File: config.mk
export PLATFORM = sky130hd
export DESIGN_NAME = serial_tx_arbiter
export DESIGN_NICKNAME = d
export VERILOG_FILES = /design/src/rtl/serial_tx_arbiter.sv
export SDC_FILE = /design/constraint.sdc
export NUM_CORES = 1
export LEC_CHECK = 0
export CORE_AREA = 2 2 59 61
export CTS_CLUSTER_SIZE = 28
export DETAILED_ROUTE_END_ITERATION = 10
export DIE_AREA = 0 0 61 63
export PLACE_DENSITY_LB_ADDON = 0.3
export SETUP_SLACK_MARGIN = 0.3
export SYNTH_ARGS = -nofsm -noshare
export SYNTH_HDL_FRONTEND = slang
export SYNTH_SLANG_ARGS = --single-unit
File: constraint.sdc
create_clock -name clk -period 3.8 [get_ports clk]
set_clock_uncertainty 0.2 [all_clocks]
set_input_delay 0.57 -clock clk [delete_from_list [all_inputs] [get_ports clk]]
set_output_delay 0.57 -clock clk [all_outputs]
set_load 0.005 [all_outputs]
File: src/rtl/serial_tx_arbiter.sv
// Round-robin arbiter that serialises one granted byte per frame onto a shared line.
// Frame format: start 0, 8 data bits LSB first, stop 1, then GAP_BITS idle cycles.
module serial_tx_arbiter #(
  parameter int NUM_REQ  = 4,
  parameter int GAP_BITS = 1,
  parameter int IDW      = $clog2(NUM_REQ)
) (
  input  logic                 clk,
  input  logic                 reset,
  input  logic                 en,
  input  logic [NUM_REQ-1:0]   req,
  input  logic [8*NUM_REQ-1:0] req_data,
  output logic [NUM_REQ-1:0]   gnt,
  output logic                 tx,
  output logic                 busy,
  output logic [IDW-1:0]       grant_id,
  output logic                 frame_done
);

  localparam int             GCW       = (GAP_BITS > 1) ? $clog2(GAP_BITS) : 1;
  localparam logic [GCW-1:0] GAP_LAST  = GCW'((GAP_BITS > 0) ? GAP_BITS - 1 : 0);
  localparam logic [IDW-1:0] LAST_INIT = IDW'(NUM_REQ - 1);

  typedef enum logic [2:0] {IDLE, START, DATA, STOP, GAP} state_t;

  state_t         state, state_n;
  logic [7:0]     shift, shift_n;
  logic [2:0]     bit_cnt, bit_cnt_n;
  logic [GCW-1:0] gap_cnt, gap_cnt_n;
  logic [IDW-1:0] last, last_n;
  logic [IDW-1:0] grant_id_n;
  logic [IDW-1:0] win, cand;
  logic           win_valid;
  logic           tx_n, busy_n, frame_done_n;
  logic [7:0]     req_bytes [NUM_REQ];

  always_comb begin
    for (int i = 0; i < NUM_REQ; i++) begin
      req_bytes[i] = req_data[8*i +: 8];
    end
  end

  // Scan starting just after the last winner so every requester gets a turn.
  always_comb begin
    win       = '0;
    cand      = '0;
    win_valid = 1'b0;
    for (int k = 1; k <= NUM_REQ; k++) begin
      cand = IDW'((int'(last) + k) % NUM_REQ);
      if (!win_valid && req[cand]) begin
        win_valid = 1'b1;
        win       = cand;
      end
    end
  end

  always_comb begin
    gnt = '0;
    if (state == IDLE && en && win_valid && !reset) begin
      gnt[win] = 1'b1;
    end
  end

  // Output values are computed for the state being entered so tx/busy/frame_done come straight from flops.
  always_comb begin
    state_n      = state;
    shift_n      = shift;
    bit_cnt_n    = bit_cnt;
    gap_cnt_n    = gap_cnt;
    last_n       = last;
    grant_id_n   = grant_id;
    tx_n         = 1'b1;
    busy_n       = 1'b0;
    frame_done_n = 1'b0;
    unique case (state)
      IDLE: begin
        if (en && win_valid) begin
          state_n    = START;
          shift_n    = req_bytes[win];
          grant_id_n = win;
          last_n     = win;
          tx_n       = 1'b0;
          busy_n     = 1'b1;
        end
      end
      START: begin
        state_n   = DATA;
        bit_cnt_n = '0;
        tx_n      = shift[0];
        shift_n   = {1'b0, shift[7:1]};
        busy_n    = 1'b1;
      end
      DATA: begin
        busy_n = 1'b1;
        if (bit_cnt == 3'd7) begin
          state_n      = STOP;
          frame_done_n = 1'b1;
        end else begin
          bit_cnt_n = bit_cnt + 3'd1;
          tx_n      = shift[0];
          shift_n   = {1'b0, shift[7:1]};
        end
      end
      STOP: begin
        if (GAP_BITS > 0) begin
          state_n   = GAP;
          gap_cnt_n = '0;
          busy_n    = 1'b1;
        end else begin
          state_n = IDLE;
        end
      end
      GAP: begin
        if (gap_cnt == GAP_LAST) begin
          state_n = IDLE;
        end else begin
          gap_cnt_n = gap_cnt + 1'b1;
          busy_n    = 1'b1;
        end
      end
      default: state_n = IDLE;
    endcase
  end

  always_ff @(posedge clk) begin
    if (reset) begin
      state      <= IDLE;
      shift      <= '0;
      bit_cnt    <= '0;
      gap_cnt    <= '0;
      last       <= LAST_INIT;
      grant_id   <= '0;
      tx         <= 1'b1;
      busy       <= 1'b0;
      frame_done <= 1'b0;
    end else begin
      state      <= state_n;
      shift      <= shift_n;
      bit_cnt    <= bit_cnt_n;
      gap_cnt    <= gap_cnt_n;
      last       <= last_n;
      grant_id   <= grant_id_n;
      tx         <= tx_n;
      busy       <= busy_n;
      frame_done <= frame_done_n;
    end
  end

endmodule

## After elaboration in Yosys (flattened, before gate mapping)

Index checks and enable logic that the tools add are counted.

- Latch bits: 0
- RAM bits: 0
- Output and inout bits: 9
- Bits in registers: 22
- Bits in read-only memories: 0
- Logic and storage cells: 95
- Memories: 0

- Add/sub/neg operators: 6
- Shift operators: 0
- Order comparisons: 7
- Equality and inequality tests: 9
- Mux-type cells: 40
- Bitwise logic cells: 2
- Divide/modulo/power cells: 0
- Reductions and logical operators: 22
- Multiply operators: 0

Operators by type and width:

| kind | number |
|---|---|
| 2-to-1 mux 8 bit | 4 |
| case mux 8 bit (3 select lines) | 1 |
| binary-select mux 8 bit (select 2 bit) | 1 |
| < comparator 2 x 3 -> 1 bit (second input constant) | 5 |
| 2-to-1 mux 1 bit | 15 |
| case mux 3 bit (5 select lines) | 1 |
| 2-to-1 mux 3 bit | 4 |
| binary-select mux 1 bit (select 2 bit) | 4 |
| logical AND 1 bit | 8 |
| 2-to-1 mux 2 bit | 4 |
| equality test 3 x 2 -> 1 bit (second input constant) | 2 |
| equality test 3 bit (second input constant) | 2 |
| inequality test 2 bit (second input constant) | 3 |
| case mux 1 bit (3 select lines) | 2 |
| case mux 3 bit (2 select lines) | 1 |
| AND reduction 3 bit | 2 |
| adder 2 x 1 -> 2 bit (second input constant) | 2 |
| adder 2 bit (second input constant) | 2 |
| zero test 1 bit | 4 |
| 2-to-1 mux 4 bit | 1 |
| AND reduction 2 bit | 2 |
| nonzero test 2 bit | 2 |
| adder 3 x 1 -> 3 bit (second input constant) | 1 |
| equality test 3 x 1 -> 1 bit (second input constant) | 1 |
| 12 further kinds | 12 |

## Longest topological paths before layout

Gate-level depths: netlist of the first run.

- Depth after elaboration: 19
- Gate-level depth with buffers: 8
- Mapped depth without buffers: 7

## Worst setup path after synthesis of the first run

OpenSTA, ideal clock, no wires.

- Path kind: input to output
- Start: in req[2]
- End: out gnt[1]
- Data required time: 3.030 ns
- Stages: 5
- Buffers on the path: 2
- Arrival: 1.713 ns
- Path slack: 1.317 ns
- Cell sequence: buf_4 -> o41ai_2 -> or4_4 -> buf_6 -> nor4_1

- Word-level cells in the longest chain between the ends: 17

Ends and longest elaborated chain:

| item | line | RTL |
|---|---|---|
| from (decl) | 11 | `input logic [NUM_REQ-1:0] req,` |
| binary-select mux 1 bit (select 2 bit) | 50 | `if (!win_valid && req[cand]) begin` |
| 2-to-1 mux 1 bit (implied by the code) | 50 |  |
| 2-to-1 mux 1 bit | 50 |  |
| zero test 1 bit | 50 |  |
| logical AND 1 bit | 50 |  |
| 2-to-1 mux 1 bit | 50 |  |
| zero test 1 bit | 50 |  |
| logical AND 1 bit | 50 |  |
| 2-to-1 mux 1 bit | 50 |  |
| zero test 1 bit | 50 |  |
| logical AND 1 bit | 50 |  |
| 2-to-1 mux 2 bit | 50 |  |
| < comparator 2 x 3 -> 1 bit (implied by the code) or >= comparator 2 x 1 -> 1 bit (tied branches) | 60 | `gnt[win] = 1'b1;` |
| logical AND 1 bit (implied by the code) | 60 |  |
| 2-to-1 mux 1 bit (implied by the code) | 60 |  |
| demux 1 bit (select 2 bit) | 60 |  |
| 2-to-1 mux 4 bit (*) | 59 | `if (state == IDLE && en && win_valid && !reset) begin` |
| to (decl) | 13 | `output logic [NUM_REQ-1:0] gnt,` |

Every way passes the cells marked *; elsewhere a longest branch is shown, timed or not. The select of a mux whose other input is x is not followed.

## Final worst setup path of the first run

- Start: in req[1]
- End: out gnt[0]

Same word-level chain as after synthesis.

==> results of run 1 <==
==> path summary, 6_finish.rpt <==
kind | start | to
setup reg to reg | bit_cnt[0] | shift[0]
setup / recovery | req[1] | gnt[0]
hold / removal | grant_id[1] | grant_id[1]
hold reg to reg | grant_id[1] | grant_id[1]
==> report_power, final <==
part / total [W] / internal [W] / switching (W) / leakage [nW]
Clock: 0.000108 / 0.0000394 / 0.0000684 / 0.0177
Combinational: 0.000222 / 0.000124 / 0.0000982 / 0.622
Sequential: 0.000263 / 0.000240 / 0.0000232 / 0.172
==> tightest hold or removal path, delay by kind of cell, from the launching register on <==
kind               cells  cell delay (ns)
and+or+nand+nor        1             0.07
AOI/OAI and AO/OA      1             0.06
DFF                    1             0.34
==> placed cells by master, fill, tap and decap left out, drive strengths merged, types with 6 or more instances in the layout <==
cell type,count
a21o,6
a21oi,12
a221oi,8
clkdlybuf4s50,47
dfxtp,21
nand2,19
nand2b,6
nor2,19
nor2b,6
o21ai,11
==> stage by stage <==
step	total power [W]	instances
final	0.0005926	278
after global routing	0.0006325	278
after CTS	0.0005989	278
after detailed placement	0.0004900	274
after global placement	0.0004870	274
after floorplan	0.0004131	189
==> cell families (layout without fill, tap and decap cells) <==
kind of cell | count (synthesis) | count (layout) | synth area share (%)
adder cells (fa/ha/maj) | 2 | 2 | 1.607
flip-flops | 21 | 21 | 27.01
multiplexers | 7 | 7 | 5.707
AND/OR/NAND/NOR | 76 | 76 | 27.97
buffers and inverters | 18 | 61 | 6.752
AO/OA/AOI/OAI | 65 | 65 | 30.95
==> layout make-up <==
cell class	count	area share, %
Clock inverter	1	0.2426
Tap cell	46	2.790
Sequential cell	21	20.38
Clock buffer	3	1.092
Timing Repair Buffer	52	24.62
Inverter	5	0.9096
Multi-Input combinational cell	150	49.97
==> per-layer routing <==
metal	part of all wire, %	routed length [um]
met5	0	0
met1	45	1659
met2	49	1844
met3	4.3	160
met4	1.7	63
==> flip-flops by register name, summed over array words and instances (netlist names) <==
name,flops
busy,1
state,3
tx,1
grant_id,2
last,2
frame_done,1
shift,8
bit_cnt,3
==> report_table.html, run 1 <==
<table>
<tr><th>Metric</th><th>Value</th></tr>
<tr><th colspan="2">Critical path</th></tr>
<tr><td>Classification of the worst setup path</td><td>in2out</td></tr>
<tr><td>Most Frequent Cell on Critical Path</td><td>sky130_fd_sc_hd__clkdlybuf4s50_1</td></tr>
<tr><td>Critical Path Source Type</td><td>input pin</td></tr>
<tr><td>Worst reg-to-reg path cell count</td><td>7</td></tr>
<tr><td>Arrival time worst endpoint</td><td>2.60 ns</td></tr>
<tr><td>Element type at the critical path end</td><td>output port</td></tr>
<tr><td>Setup slack, reg-to-reg</td><td>between 1 and 1.5 ns</td></tr>
<tr><td>Cell with the biggest individual delay on the critical path</td><td>sky130_fd_sc_hd__o41ai_2</td></tr>
<tr><td>Delay contributed by the slowest stage of the critical path</td><td>about 0.61 ns</td></tr>
<tr><td>Worst path top cell family by delay</td><td>buffers and inverters</td></tr>
<tr><td>Required time of the critical path</td><td>3.03 ns</td></tr>
<tr><td>Critical path cell sequence</td><td>clkdlybuf4s50_1 &gt; o41ai_2 &gt; or4_4 &gt; nor2_1 &gt; and2_1 &gt; clkdlybuf4s50_1</td></tr>
<tr><td>Cell count along the critical path</td><td>6</td></tr>
<tr><td>Buffering stage count on the worst path with inverters included</td><td>2</td></tr>
<tr><td>Maximum fanout encountered on the critical timing path</td><td>13</td></tr>
<tr><th colspan="2">Timing</th></tr>
<tr><td>Final count of pins violating max slew</td><td>0</td></tr>
<tr><td>Time the worst path needs with I/O delays and setup</td><td>roughly 3.4 ns</td></tr>
<tr><td>Setup tns final</td><td>0 ns</td></tr>
<tr><td>Final worst path period share</td><td>between 80% and 90%</td></tr>
<tr><td>Max Clk Rate</td><td>around 300 MHz</td></tr>
<tr><td>Setup repair after global routing missed its margin</td><td>false</td></tr>
<tr><td>Worst slew margin relative to its limit</td><td>between 40 and 50%</td></tr>
<tr><td>Setup violators final</td><td>0</td></tr>
<tr><td>Final hold violation count</td><td>0</td></tr>
<tr><td>Final critical-path setup slack</td><td>0.4348 ns</td></tr>
<tr><td>Smallest hold slack</td><td>roughly 0.31 ns</td></tr>
<tr><td>Transition time at the pin with the least slew margin</td><td>0.8287 ns</td></tr>
<tr><th colspan="2">Synth</th></tr>
<tr><td>Commonest cells in the netlist</td><td>21 x sky130_fd_sc_hd__dfxtp_1, 19 x sky130_fd_sc_hd__nand2_1, 19 x sky130_fd_sc_hd__nor2_1, 12 x sky130_fd_sc_hd__a21oi_1, 10 x sky130_fd_sc_hd__o21ai_0</td></tr>
<tr><td>Largest area contributor in the synthesized netlist</td><td>sky130_fd_sc_hd__dfxtp_1</td></tr>
<tr><td>Post-synthesis sequential element count</td><td>21</td></tr>
<tr><td>Count leader, synth</td><td>sky130_fd_sc_hd__dfxtp_1</td></tr>
<tr><td>Synth async-reset ratio</td><td>0%</td></tr>
<tr><td>Seq/Total Area, Yosys</td><td>a little over a quarter</td></tr>
<tr><td>Number of standard cells after synthesis</td><td>roughly 190</td></tr>
<tr><td>Area contributors post-synth</td><td>sky130_fd_sc_hd__dfxtp_1 27%, sky130_fd_sc_hd__nand2_1 4.6%, sky130_fd_sc_hd__nor2_1 4.6%</td></tr>
<tr><td>Number of enable-type register cells in the synthesized netlist</td><td>0</td></tr>
<tr><td>Most used flip-flop cell after synthesis</td><td>sky130_fd_sc_hd__dfxtp_1</td></tr>
<tr><td>Synthesized cell area</td><td>around 1600 um^2</td></tr>
<tr><td>Mapped Avg Cell Area</td><td>8.235 um^2</td></tr>
<tr><td>Number of nets produced by synthesis</td><td>between 200 and 250</td></tr>
<tr><td>Synth top area share</td><td>27.01%</td></tr>
<tr><td>Total of warnings raised by yosys</td><td>0</td></tr>
<tr><td>Distinct cell type count of the synthesized netlist</td><td>56</td></tr>
<tr><th colspan="2">Cells and area</th></tr>
<tr><td>Nets</td><td>about 270</td></tr>
<tr><td>Diodes inserted</td><td>0</td></tr>
<tr><td>Number of fill cells</td><td>302</td></tr>
<tr><td>Fraction of the core area covered by cells at the end of the flow</td><td>between 60% and 70%</td></tr>
<tr><td>Layout Cell Area excl Fill</td><td>between 2000 and 2500 um^2</td></tr>
<tr><td>Sequential cell area</td><td>420.4 um^2</td></tr>
<tr><td>Multi-input gate area</td><td>1031 um^2</td></tr>
<tr><td>Share of layout cells above drive strength 1</td><td>11.64%</td></tr>
<tr><td>Growth of design area from synthesis to finish</td><td>32.56%</td></tr>
<tr><th colspan="2">GRT</th></tr>
<tr><td>Aggregate global-route resource usage</td><td>between 20% and 30%</td></tr>
<tr><td>GR met2 Demand/Resource</td><td>around 36%</td></tr>
<tr><td>Number of antenna violations at the first check in global routing</td><td>0</td></tr>
<tr><td>Routing usage on met1</td><td>approximately a quarter</td></tr>
<tr><td>Grt total ovfl</td><td>0</td></tr>
<tr><td>Most congested layer reported by global routing</td><td>met2</td></tr>
<tr><td>Largest net degree at the start of global routing</td><td>21</td></tr>
<tr><td>Via count of the first global-routing pass</td><td>between 1k and 1.5k</td></tr>
<tr><td>First-pass GRT wire length</td><td>between 6000 and 7000 um</td></tr>
<tr><td>Global routing met3 resource utilization</td><td>slightly above 2%</td></tr>
<tr><th colspan="2">CTS</th></tr>
<tr><td>Clock root buffer</td><td>sky130_fd_sc_hd__clkbuf_4</td></tr>
<tr><td>Clock buffers created by TritonCTS</td><td>3</td></tr>
<tr><td>Clock sink total</td><td>21</td></tr>
<tr><td>CTS tree</td><td>done</td></tr>
<tr><td>Post-cts hold buffer count</td><td>0</td></tr>
<tr><td>Level count of the clock H-tree</td><td>1</td></tr>
<tr><td>Total setup buffers inserted after CTS</td><td>0</td></tr>
<tr><td>Clock-pin slew on the worst setup and hold paths</td><td>~0.11 ns</td></tr>
<tr><td>Source-to-sink clock delay at the later pin of the worst-skew pair</td><td>between 0.3 and 0.4 ns</td></tr>
<tr><td>CTS Buffer Depth</td><td>2</td></tr>
<tr><td>Resized cells post-CTS</td><td>0</td></tr>
<tr><th colspan="2">Floorplan</th></tr>
<tr><td>Width of the die</td><td>61 um</td></tr>
<tr><td>Number of ports placed on the die boundary</td><td>48</td></tr>
<tr><td>Area enclosed by the die boundary</td><td>just under 4000 um^2</td></tr>
<tr><td>Floorplan Core Area</td><td>3232 um^2</td></tr>
<tr><td>Starting density of the core</td><td>roughly 48%</td></tr>
<tr><td>Vertical die dimension</td><td>approximately 63 um</td></tr>
<tr><td>Row count</td><td>21</td></tr>
<tr><th colspan="2">Routing</th></tr>
<tr><td>Vias after detailed routing</td><td>1,533</td></tr>
<tr><td>Routed wire length</td><td>~3700 um</td></tr>
<tr><td>Per-cell via count in the routed design</td><td>5.514</td></tr>
<tr><td>Post-route DRC violation count</td><td>0</td></tr>
<tr><td>Post-route ant nets</td><td>0</td></tr>
<tr><td>Post-DR wirelength/cell</td><td>~13 um</td></tr>
<tr><td>Number of optimization iterations in the first detailed-route pass</td><td>4</td></tr>
<tr><td>Violation count after the first detailed-route iteration</td><td>between 70 and 80</td></tr>
<tr><th colspan="2">Placed design</th></tr>
<tr><td>HPWL after DPL</td><td>approximately 2900 um</td></tr>
<tr><td>Number of port buffers</td><td>47</td></tr>
<tr><td>RD Place Congestion</td><td>between 0.8 and 0.9</td></tr>
<tr><td>Setup slack after placement</td><td>between 0.4 and 0.5 ns</td></tr>
<tr><td>Post-DP Area</td><td>2036 um^2</td></tr>
<tr><th colspan="2">Power</th></tr>
<tr><td>Pwr dens</td><td>287.2 nW/um^2</td></tr>
<tr><td>Leakage</td><td>between 0.8 and 0.9 nW</td></tr>
<tr><td>Maximum vdd ir drop</td><td>between 0.1 and 0.15 mV</td></tr>
<tr><th colspan="2">Run status</th></tr>
<tr><td>Result of the run</td><td>finished, final reports clean</td></tr>
<tr><th colspan="2">Run</th></tr>
<tr><td>Maximum Capacitance Violations</td><td>0</td></tr>
<tr><th colspan="2">Hold path</th></tr>
<tr><td>Hold Path Depth</td><td>2</td></tr>
<tr><td>Kind of path behind the tightest hold check</td><td>reg2reg</td></tr>
</table>
Note: power is estimated with default switching activity, not from simulation.
==> inputs of run 2 (changes only) <==
--- a/config.mk
+++ b/config.mk
@@ -9,8 +9,9 @@
 export CTS_CLUSTER_SIZE = 28
 export DETAILED_ROUTE_END_ITERATION = 10
 export DIE_AREA = 0 0 61 63
-export PLACE_DENSITY_LB_ADDON = 0.3
+export PLACE_DENSITY_LB_ADDON = 0.08
 export SETUP_SLACK_MARGIN = 0.3
+export SLEW_MARGIN = 15
 export SYNTH_ARGS = -nofsm -noshare
 export SYNTH_HDL_FRONTEND = slang
 export SYNTH_SLANG_ARGS = --single-unit
==> run 2 against run 1 <==
Sequential power about the same. Via count up 2.9%. First-iteration DRC count up 44%. Routed wire length up 8.4%. Worst hold slack better by 0.0037 ns. Critical endpoint is now gnt[1]. Highest routed layer unchanged.
==> report_table.html, run 2 (same netlist as run 1, synthesis figures left out) <==
<table>
<tr><th>Metric</th><th>Value</th></tr>
<tr><th colspan="2">Floorplan</th></tr>
<tr><td>Vertical die dimension</td><td>roughly 63 um</td></tr>
<tr><td>Area enclosed by the die boundary</td><td>between 3000 and 4000 um^2</td></tr>
<tr><td>Floorplan Core Area</td><td>about 3200 um^2</td></tr>
<tr><td>Row count</td><td>21</td></tr>
<tr><td>Width of the die</td><td>between 60 and 70 um</td></tr>
<tr><td>Number of ports placed on the die boundary</td><td>between 40 and 50</td></tr>
<tr><td>Starting density of the core</td><td>roughly half</td></tr>
<tr><th colspan="2">Critical path</th></tr>
<tr><td>Arrival time worst endpoint</td><td>roughly 2.6 ns</td></tr>
<tr><td>Cell count along the critical path</td><td>5</td></tr>
<tr><td>FF-to-FF End</td><td>shift[2]</td></tr>
<tr><td>Buffering stage count on the worst path with inverters included</td><td>2</td></tr>
<tr><td>Required time of the critical path</td><td>around 3 ns</td></tr>
<tr><td>Worst path top cell family by delay</td><td>buffers and inverters</td></tr>
<tr><td>Critical path cell sequence</td><td>clkdlybuf4s50_1 &gt; o41ai_2 &gt; or4_4 &gt; nor4_2 &gt; clkdlybuf4s50_1</td></tr>
<tr><td>Critical Path Source Type</td><td>input pin</td></tr>
<tr><td>Maximum fanout encountered on the critical timing path</td><td>13</td></tr>
<tr><td>Launch instance of the worst register-to-register path</td><td>bit_cnt[0]</td></tr>
<tr><td>Element type at the critical path end</td><td>output port</td></tr>
<tr><td>Delay contributed by the slowest stage of the critical path</td><td>about 0.55 ns</td></tr>
<tr><td>Classification of the worst setup path</td><td>in2out</td></tr>
<tr><td>Setup slack, reg-to-reg</td><td>about 1.2 ns</td></tr>
<tr><td>Most Frequent Cell on Critical Path</td><td>sky130_fd_sc_hd__clkdlybuf4s50_1</td></tr>
<tr><td>Cell with the biggest individual delay on the critical path</td><td>sky130_fd_sc_hd__clkdlybuf4s50_1</td></tr>
<tr><td>Worst reg-to-reg path cell count</td><td>7</td></tr>
<tr><th colspan="2">GRT</th></tr>
<tr><td>Grt total ovfl</td><td>0</td></tr>
<tr><td>Aggregate global-route resource usage</td><td>21.37%</td></tr>
<tr><td>Number of antenna violations at the first check in global routing</td><td>0</td></tr>
<tr><td>Via count of the first global-routing pass</td><td>between 1k and 1.5k</td></tr>
<tr><td>First-pass GRT wire length</td><td>between 6000 and 7000 um</td></tr>
<tr><td>Largest net degree at the start of global routing</td><td>18</td></tr>
<tr><th colspan="2">Routing</th></tr>
<tr><td>Post-route ant nets</td><td>0</td></tr>
<tr><td>Per-cell via count in the routed design</td><td>roughly 5.7</td></tr>
<tr><td>Post-DR wirelength/cell</td><td>around 15 um</td></tr>
<tr><td>Number of optimization iterations in the first detailed-route pass</td><td>4</td></tr>
<tr><td>Post-route DRC violation count</td><td>0</td></tr>
<tr><td>Vias after detailed routing</td><td>1,578</td></tr>
<tr><td>Violation count after the first detailed-route iteration</td><td>approximately 110</td></tr>
<tr><td>Routed wire length</td><td>about 4000 um</td></tr>
<tr><th colspan="2">CTS</th></tr>
<tr><td>Clock sink total</td><td>21</td></tr>
<tr><td>CTS Buffer Depth</td><td>2</td></tr>
<tr><td>Source-to-sink clock delay at the later pin of the worst-skew pair</td><td>around 0.32 ns</td></tr>
<tr><td>Clock root buffer</td><td>sky130_fd_sc_hd__clkbuf_4</td></tr>
<tr><td>Clock buffers created by TritonCTS</td><td>3</td></tr>
<tr><td>Level count of the clock H-tree</td><td>1</td></tr>
<tr><td>CTS tree</td><td>done</td></tr>
<tr><td>Clock-pin slew on the worst setup and hold paths</td><td>0.12 ns</td></tr>
<tr><th colspan="2">Timing</th></tr>
<tr><td>Worst slew margin relative to its limit</td><td>46.90%</td></tr>
<tr><td>Setup repair after global routing missed its margin</td><td>false</td></tr>
<tr><td>Setup tns final</td><td>0 ns</td></tr>
<tr><td>Final hold violation count</td><td>0</td></tr>
<tr><td>Setup violators final</td><td>0</td></tr>
<tr><td>Final count of pins violating max slew</td><td>0</td></tr>
<tr><td>Max Clk Rate</td><td>~300 MHz</td></tr>
<tr><td>Time the worst path needs with I/O delays and setup</td><td>~3.4 ns</td></tr>
<tr><td>Final worst path period share</td><td>between 80% and 90%</td></tr>
<tr><td>Transition time at the pin with the least slew margin</td><td>roughly 0.8 ns</td></tr>
<tr><th colspan="2">Run</th></tr>
<tr><td>Maximum Capacitance Violations</td><td>0</td></tr>
<tr><th colspan="2">Cells and area</th></tr>
<tr><td>Most frequent standard cell in the layout excluding fill and tap cells</td><td>sky130_fd_sc_hd__clkdlybuf4s50_1</td></tr>
<tr><td>Nets</td><td>274</td></tr>
<tr><td>Share of layout cells above drive strength 1</td><td>approximately 12%</td></tr>
<tr><td>Fraction of the core area covered by cells at the end of the flow</td><td>64.03%</td></tr>
<tr><td>Diodes inserted</td><td>0</td></tr>
<tr><td>Commonest cells after routing, fill and taps aside</td><td>47 x sky130_fd_sc_hd__clkdlybuf4s50_1, 21 x sky130_fd_sc_hd__dfxtp_1, 19 x sky130_fd_sc_hd__nor2_1, 19 x sky130_fd_sc_hd__nand2_1, 12 x sky130_fd_sc_hd__a21oi_1</td></tr>
<tr><td>Number of fill cells</td><td>roughly 300</td></tr>
<tr><td>Growth of design area from synthesis to finish</td><td>32.96%</td></tr>
<tr><td>Largest register FFs</td><td>8</td></tr>
<tr><td>Register with the highest flop count</td><td>shift</td></tr>
<tr><td>Largest registers</td><td>shift x8, bit_cnt x3, state x3</td></tr>
<tr><th colspan="2">Power</th></tr>
<tr><td>Pwr dens</td><td>292.8 nW/um^2</td></tr>
<tr><td>Leakage</td><td>between 0.8 and 0.9 nW</td></tr>
<tr><td>Maximum vdd ir drop</td><td>around 0.14 mV</td></tr>
<tr><th colspan="2">Hold path</th></tr>
<tr><td>Beginning of the worst hold path</td><td>grant_id[1]</td></tr>
<tr><td>Hold Path Depth</td><td>2</td></tr>
<tr><td>Endpoint of the worst hold-timing path</td><td>grant_id[1]</td></tr>
<tr><td>Kind of path behind the tightest hold check</td><td>reg2reg</td></tr>
<tr><th colspan="2">Placed design</th></tr>
<tr><td>RD Place Congestion</td><td>slightly below 0.8</td></tr>
<tr><td>HPWL after DPL</td><td>between 3000 and 4000 um</td></tr>
<tr><td>Number of port buffers</td><td>47</td></tr>
<tr><th colspan="2">Run status</th></tr>
<tr><td>Result of the run</td><td>finished, final reports clean</td></tr>
</table>
run 2: cell counts in the layout (fill, tap and decap cells not counted):
No cell type changed its count.
run 2: per-layer routing:
metal	up-vias	wire, um	global-route usage [%]
met5	-	0	0
met1	738	1778	28.03
met3	6	166	2.277
li1	786	-	-
met2	48	2056	36.42
met4	0	38	5.435
run 2: report_power, final:
group,switching [W],internal (W)
Combinational,0.000102,0.000124
Clock,0.0000778,0.0000394
Sequential,0.0000229,0.000240
Total,0.000203,0.000403
run 2: metrics by stage:
| step | cells | hold WS, ns | cell area (um^2) | setup slack (ns) | total power, W |
|---|---|---|---|---|---|
| finish | 278 | 0.3104 | 2069 | 0.4238 | 0.0006060 |
| global route | 278 | 0.3499 | 2069 | 0.3064 | 0.0006414 |
| CTS | 278 | 0.3125 | 2063 | 0.3240 | 0.0006066 |
| detailed placement | 274 | 0.2840 | 2036 | 0.3299 | 0.0004924 |
| global placement | 274 | 0.2796 | 2036 | 0.4604 | 0.0004870 |
| floorplan | 189 | 0.2808 | 1556 | 1.317 | 0.0004131 |
run 2: cell type report:
| type | count | area, um^2 | area share (%) |
|---|---|---|---|
| sequential | 21 | 420.4 | 20.31 |
| clock buffer | 3 | 22.52 | 1.088 |
| timing repair buffer | 52 | 508.0 | 24.55 |
| clock inverter | 1 | 5.005 | 0.2418 |
| tap | 46 | 57.56 | 2.781 |
| multi-input combinational | 150 | 1037 | 50.12 |
| inverter | 5 | 18.77 | 0.9069 |
run 2: worst max-delay path by stage:
stage                 from  endpoint
global placement    req[1]    gnt[1]
global route        req[1]    gnt[1]
detailed placement  req[0]    gnt[1]
CTS                 req[1]    gnt[1]
finish              req[1]    gnt[1]
floorplan           req[2]    gnt[1]
run 2: worst min-delay path: stages (launching register included):
cell,delay (ns)
sky130_fd_sc_hd__dfxtp_1,0.35
sky130_fd_sc_hd__a21oi_1,0.06
sky130_fd_sc_hd__nor2_1,0.07
run 2: timing repair:
action	4_1_cts	5_1_grt
buffers inserted	0	0
setup endpoints to repair	0	1
hold buffers	0	0
resized for setup	0	1
==> inputs of run 3 (changes only) <==
--- a/config.mk
+++ b/config.mk
@@ -5,10 +5,10 @@
 export SDC_FILE = /design/constraint.sdc
 export NUM_CORES = 1
 export LEC_CHECK = 0
-export CORE_AREA = 2 2 59 61
+export CORE_AREA = 10 10 67 69
 export CTS_CLUSTER_SIZE = 28
 export DETAILED_ROUTE_END_ITERATION = 10
-export DIE_AREA = 0 0 61 63
+export DIE_AREA = 0 0 77 79
 export PLACE_DENSITY_LB_ADDON = 0.08
 export SETUP_SLACK_MARGIN = 0.3
 export SLEW_MARGIN = 15
==> constraint.sdc (replaced) <==
create_clock -name clk -period 3.8 [get_ports clk]
set_clock_uncertainty 0.2 [all_clocks]
set_input_delay 0.76 -clock clk [delete_from_list [all_inputs] [get_ports clk]]
set_output_delay 0.76 -clock clk [all_outputs]
set_load 0.005 [all_outputs]
==> run 3 against run 2 <==
Die area grew 58%. Sequential cell count is the same. Count of clock-buffer cells in the layout is the same. Setup slack lost 0.12 ns. Register-to-register slack gained 0.05 ns. Global-route usage shrank 6.5 points. First-iteration DRC count grew 30%. Utilization grew 1.9 points. Routed wire length grew 13%. Final cell count grew 2.5%. Worst hold slack gained 0.0065 ns. Critical endpoint unchanged. Largest power group unchanged. Highest routed layer unchanged.
==> report_table.html, run 3 (same netlist as run 1, synthesis figures left out) <==
<table>
<tr><th>Metric</th><th>Value</th></tr>
<tr><th colspan="2">Timing</th></tr>
<tr><td>Setup tns final</td><td>0 ns</td></tr>
<tr><td>Time the worst path needs with I/O delays and setup</td><td>approximately 3.5 ns</td></tr>
<tr><td>Setup repair after global routing missed its margin</td><td>true</td></tr>
<tr><td>Worst slew margin relative to its limit</td><td>50.85%</td></tr>
<tr><td>Final worst path period share</td><td>91.91%</td></tr>
<tr><td>Final hold violation count</td><td>0</td></tr>
<tr><td>Max Clk Rate</td><td>roughly 290 MHz</td></tr>
<tr><td>Transition time at the pin with the least slew margin</td><td>about 0.74 ns</td></tr>
<tr><td>Setup violators final</td><td>0</td></tr>
<tr><td>Final count of pins violating max slew</td><td>0</td></tr>
<tr><th colspan="2">Power</th></tr>
<tr><td>Net Switching</td><td>approximately 0.00021 W</td></tr>
<tr><td>Total internal power</td><td>0.0004127 W</td></tr>
<tr><td>Pwr dens</td><td>between 200 and 300 nW/um^2</td></tr>
<tr><td>Clock Power Share</td><td>18.9%</td></tr>
<tr><td>Switching Share</td><td>33.74%</td></tr>
<tr><td>Maximum vdd ir drop</td><td>~0.17 mV</td></tr>
<tr><td>Total chip power</td><td>between 0.0006 and 0.0007 W</td></tr>
<tr><td>Sequential share of power</td><td>between 40% and 50%</td></tr>
<tr><td>Leakage</td><td>about 0.87 nW</td></tr>
<tr><td>Part of the total power dissipated in combinational logic</td><td>38.6%</td></tr>
<tr><th colspan="2">Cells and area</th></tr>
<tr><td>Growth of design area from synthesis to finish</td><td>36.90%</td></tr>
<tr><td>Diodes inserted</td><td>0</td></tr>
<tr><td>Largest register FFs</td><td>8</td></tr>
<tr><td>Share of layout cells above drive strength 1</td><td>16.32%</td></tr>
<tr><td>Nets</td><td>281</td></tr>
<tr><td>Largest registers</td><td>shift x8, bit_cnt x3, state x3</td></tr>
<tr><td>Layout Cell Area excl Fill</td><td>2131 um^2</td></tr>
<tr><td>Register with the highest flop count</td><td>shift</td></tr>
<tr><td>Most frequent standard cell in the layout excluding fill and tap cells</td><td>sky130_fd_sc_hd__clkdlybuf4s50_1</td></tr>
<tr><td>Commonest cells after routing, fill and taps aside</td><td>43 x sky130_fd_sc_hd__clkdlybuf4s50_1, 21 x sky130_fd_sc_hd__dfxtp_1, 19 x sky130_fd_sc_hd__nand2_1</td></tr>
<tr><th colspan="2">Placed design</th></tr>
<tr><td>Number of port buffers</td><td>between 40 and 50</td></tr>
<tr><td>RD Place Congestion</td><td>0.8304</td></tr>
<tr><td>Post-DP Area</td><td>2058 um^2</td></tr>
<tr><td>HPWL after DPL</td><td>roughly 3400 um</td></tr>
<tr><th colspan="2">CTS</th></tr>
<tr><td>CTS Buffer Depth</td><td>2</td></tr>
<tr><td>CTS tree</td><td>done</td></tr>
<tr><td>Clock buffers created by TritonCTS</td><td>3</td></tr>
<tr><td>Clock root buffer</td><td>sky130_fd_sc_hd__clkbuf_4</td></tr>
<tr><td>Post-cts hold buffer count</td><td>0</td></tr>
<tr><td>Level count of the clock H-tree</td><td>1</td></tr>
<tr><td>Clock-pin slew on the worst setup and hold paths</td><td>about 0.13 ns</td></tr>
<tr><td>Source-to-sink clock delay at the later pin of the worst-skew pair</td><td>between 0.3 and 0.4 ns</td></tr>
<tr><td>Clock sink total</td><td>21</td></tr>
<tr><th colspan="2">Critical path</th></tr>
<tr><td>Required time of the critical path</td><td>between 2 and 3 ns</td></tr>
<tr><td>Classification of the worst setup path</td><td>in2out</td></tr>
<tr><td>Maximum fanout encountered on the critical timing path</td><td>8</td></tr>
<tr><td>Critical Path Source Type</td><td>input pin</td></tr>
<tr><td>Element type at the critical path end</td><td>output port</td></tr>
<tr><td>Arrival time worst endpoint</td><td>roughly 2.5 ns</td></tr>
<tr><th colspan="2">Routing</th></tr>
<tr><td>Per-cell via count in the routed design</td><td>5.677</td></tr>
<tr><td>Number of optimization iterations in the first detailed-route pass</td><td>4</td></tr>
<tr><td>Post-DR wirelength/cell</td><td>around 16 um</td></tr>
<tr><td>Post-route DRC violation count</td><td>0</td></tr>
<tr><td>Violation count after the first detailed-route iteration</td><td>140</td></tr>
<tr><td>Vias after detailed routing</td><td>approximately 1.6k</td></tr>
<tr><td>Post-route ant nets</td><td>0</td></tr>
<tr><td>Routed wire length</td><td>between 4000 and 5000 um</td></tr>
<tr><th colspan="2">Run status</th></tr>
<tr><td>Result of the run</td><td>finished, final reports clean</td></tr>
<tr><th colspan="2">GRT</th></tr>
<tr><td>First-pass GRT wire length</td><td>7638 um</td></tr>
<tr><td>Grt total ovfl</td><td>0</td></tr>
<tr><td>Largest net degree at the start of global routing</td><td>21</td></tr>
<tr><td>Number of antenna violations at the first check in global routing</td><td>0</td></tr>
<tr><td>Via count of the first global-routing pass</td><td>approximately 1.6k</td></tr>
<tr><td>Aggregate global-route resource usage</td><td>between 10% and 20%</td></tr>
<tr><th colspan="2">Floorplan</th></tr>
<tr><td>Number of ports placed on the die boundary</td><td>48</td></tr>
<tr><td>Starting density of the core</td><td>48.16%</td></tr>
<tr><td>Vertical die dimension</td><td>79 um</td></tr>
<tr><td>Row count</td><td>21</td></tr>
<tr><td>Floorplan Core Area</td><td>3232 um^2</td></tr>
<tr><td>Area enclosed by the die boundary</td><td>roughly 6100 um^2</td></tr>
<tr><td>Width of the die</td><td>77 um</td></tr>
<tr><th colspan="2">Hold path</th></tr>
<tr><td>Kind of path behind the tightest hold check</td><td>reg2reg</td></tr>
<tr><th colspan="2">Run</th></tr>
<tr><td>Maximum Capacitance Violations</td><td>0</td></tr>
</table>
-- run 3: what timing repair did --
action,CTS,global route
endpoints found under the setup margin,4,3
setup buffers,1,3
resized for setup,7,7
pin swaps,1,2
-- run 3: power by group through the flow --
stage	clock network [W]	logic (W)	registers (W)
6_report	0.000118	0.000241	0.000265
5_1_grt	0.000127	0.000264	0.000268
4_1_cts	0.000120	0.000234	0.000263
3_5_place_dp	0	0.000229	0.000268
3_3_place_gp	0	0.000226	0.000268
2_1_floorplan	0	0.000157	0.000256
-- run 3: critical path, stage by stage --
cell,delay (ns)
sky130_fd_sc_hd__clkdlybuf4s50_1,0.50
sky130_fd_sc_hd__o41ai_2,0.11
sky130_fd_sc_hd__or4_4,0.52
sky130_fd_sc_hd__buf_4,0.20
sky130_fd_sc_hd__nor4_1,0.27
sky130_fd_sc_hd__clkbuf_2,0.17
-- run 3: worst paths after layout --
path	end	slack, ns	from	depth (start not counted)
max	gnt[1]	0.31	req[0]	6
min	grant_id[0]	0.32	grant_id[0]	2
max reg2reg	shift[0]	1.20	bit_cnt[0]	7
min reg2reg	grant_id[0]	0.32	grant_id[0]	2
-- run 3: through the flow --
stage | hold slack, ns | setup slack (ns) | instances | utilization, %
after global routing | 0.3489 | 0.2535 | 285 | 65.93
after global placement | 0.2709 | 0.1446 | 277 | 63.69
final | 0.3169 | 0.3074 | 285 | 65.93
after CTS | 0.3225 | 0.1714 | 282 | 65.12
after detailed placement | 0.2935 | 0.1235 | 277 | 63.69
after floorplan | 0.2808 | 0.9369 | 189 | -
-- run 3: per-layer routing --
metal / global-route usage, % / up-vias / routed length [um]
li1: - / 799 / -
met1: 17.89 / 766 / 2022
met2: 25.89 / 46 / 2274
met3: 3.491 / 7 / 219
met4: 4.015 / 0 / 50
met5: 0 / - / 0
-- run 3: cell type report --
class,instances,area [um^2]
clock buffers,3,22.52
clock inverters,1,5.005
fillers,288,1101
inverters,5,18.77
multi-input cells,150,1055
flip-flops and latches,21,420.4
well taps,46,57.56
repair buffers,59,551.8
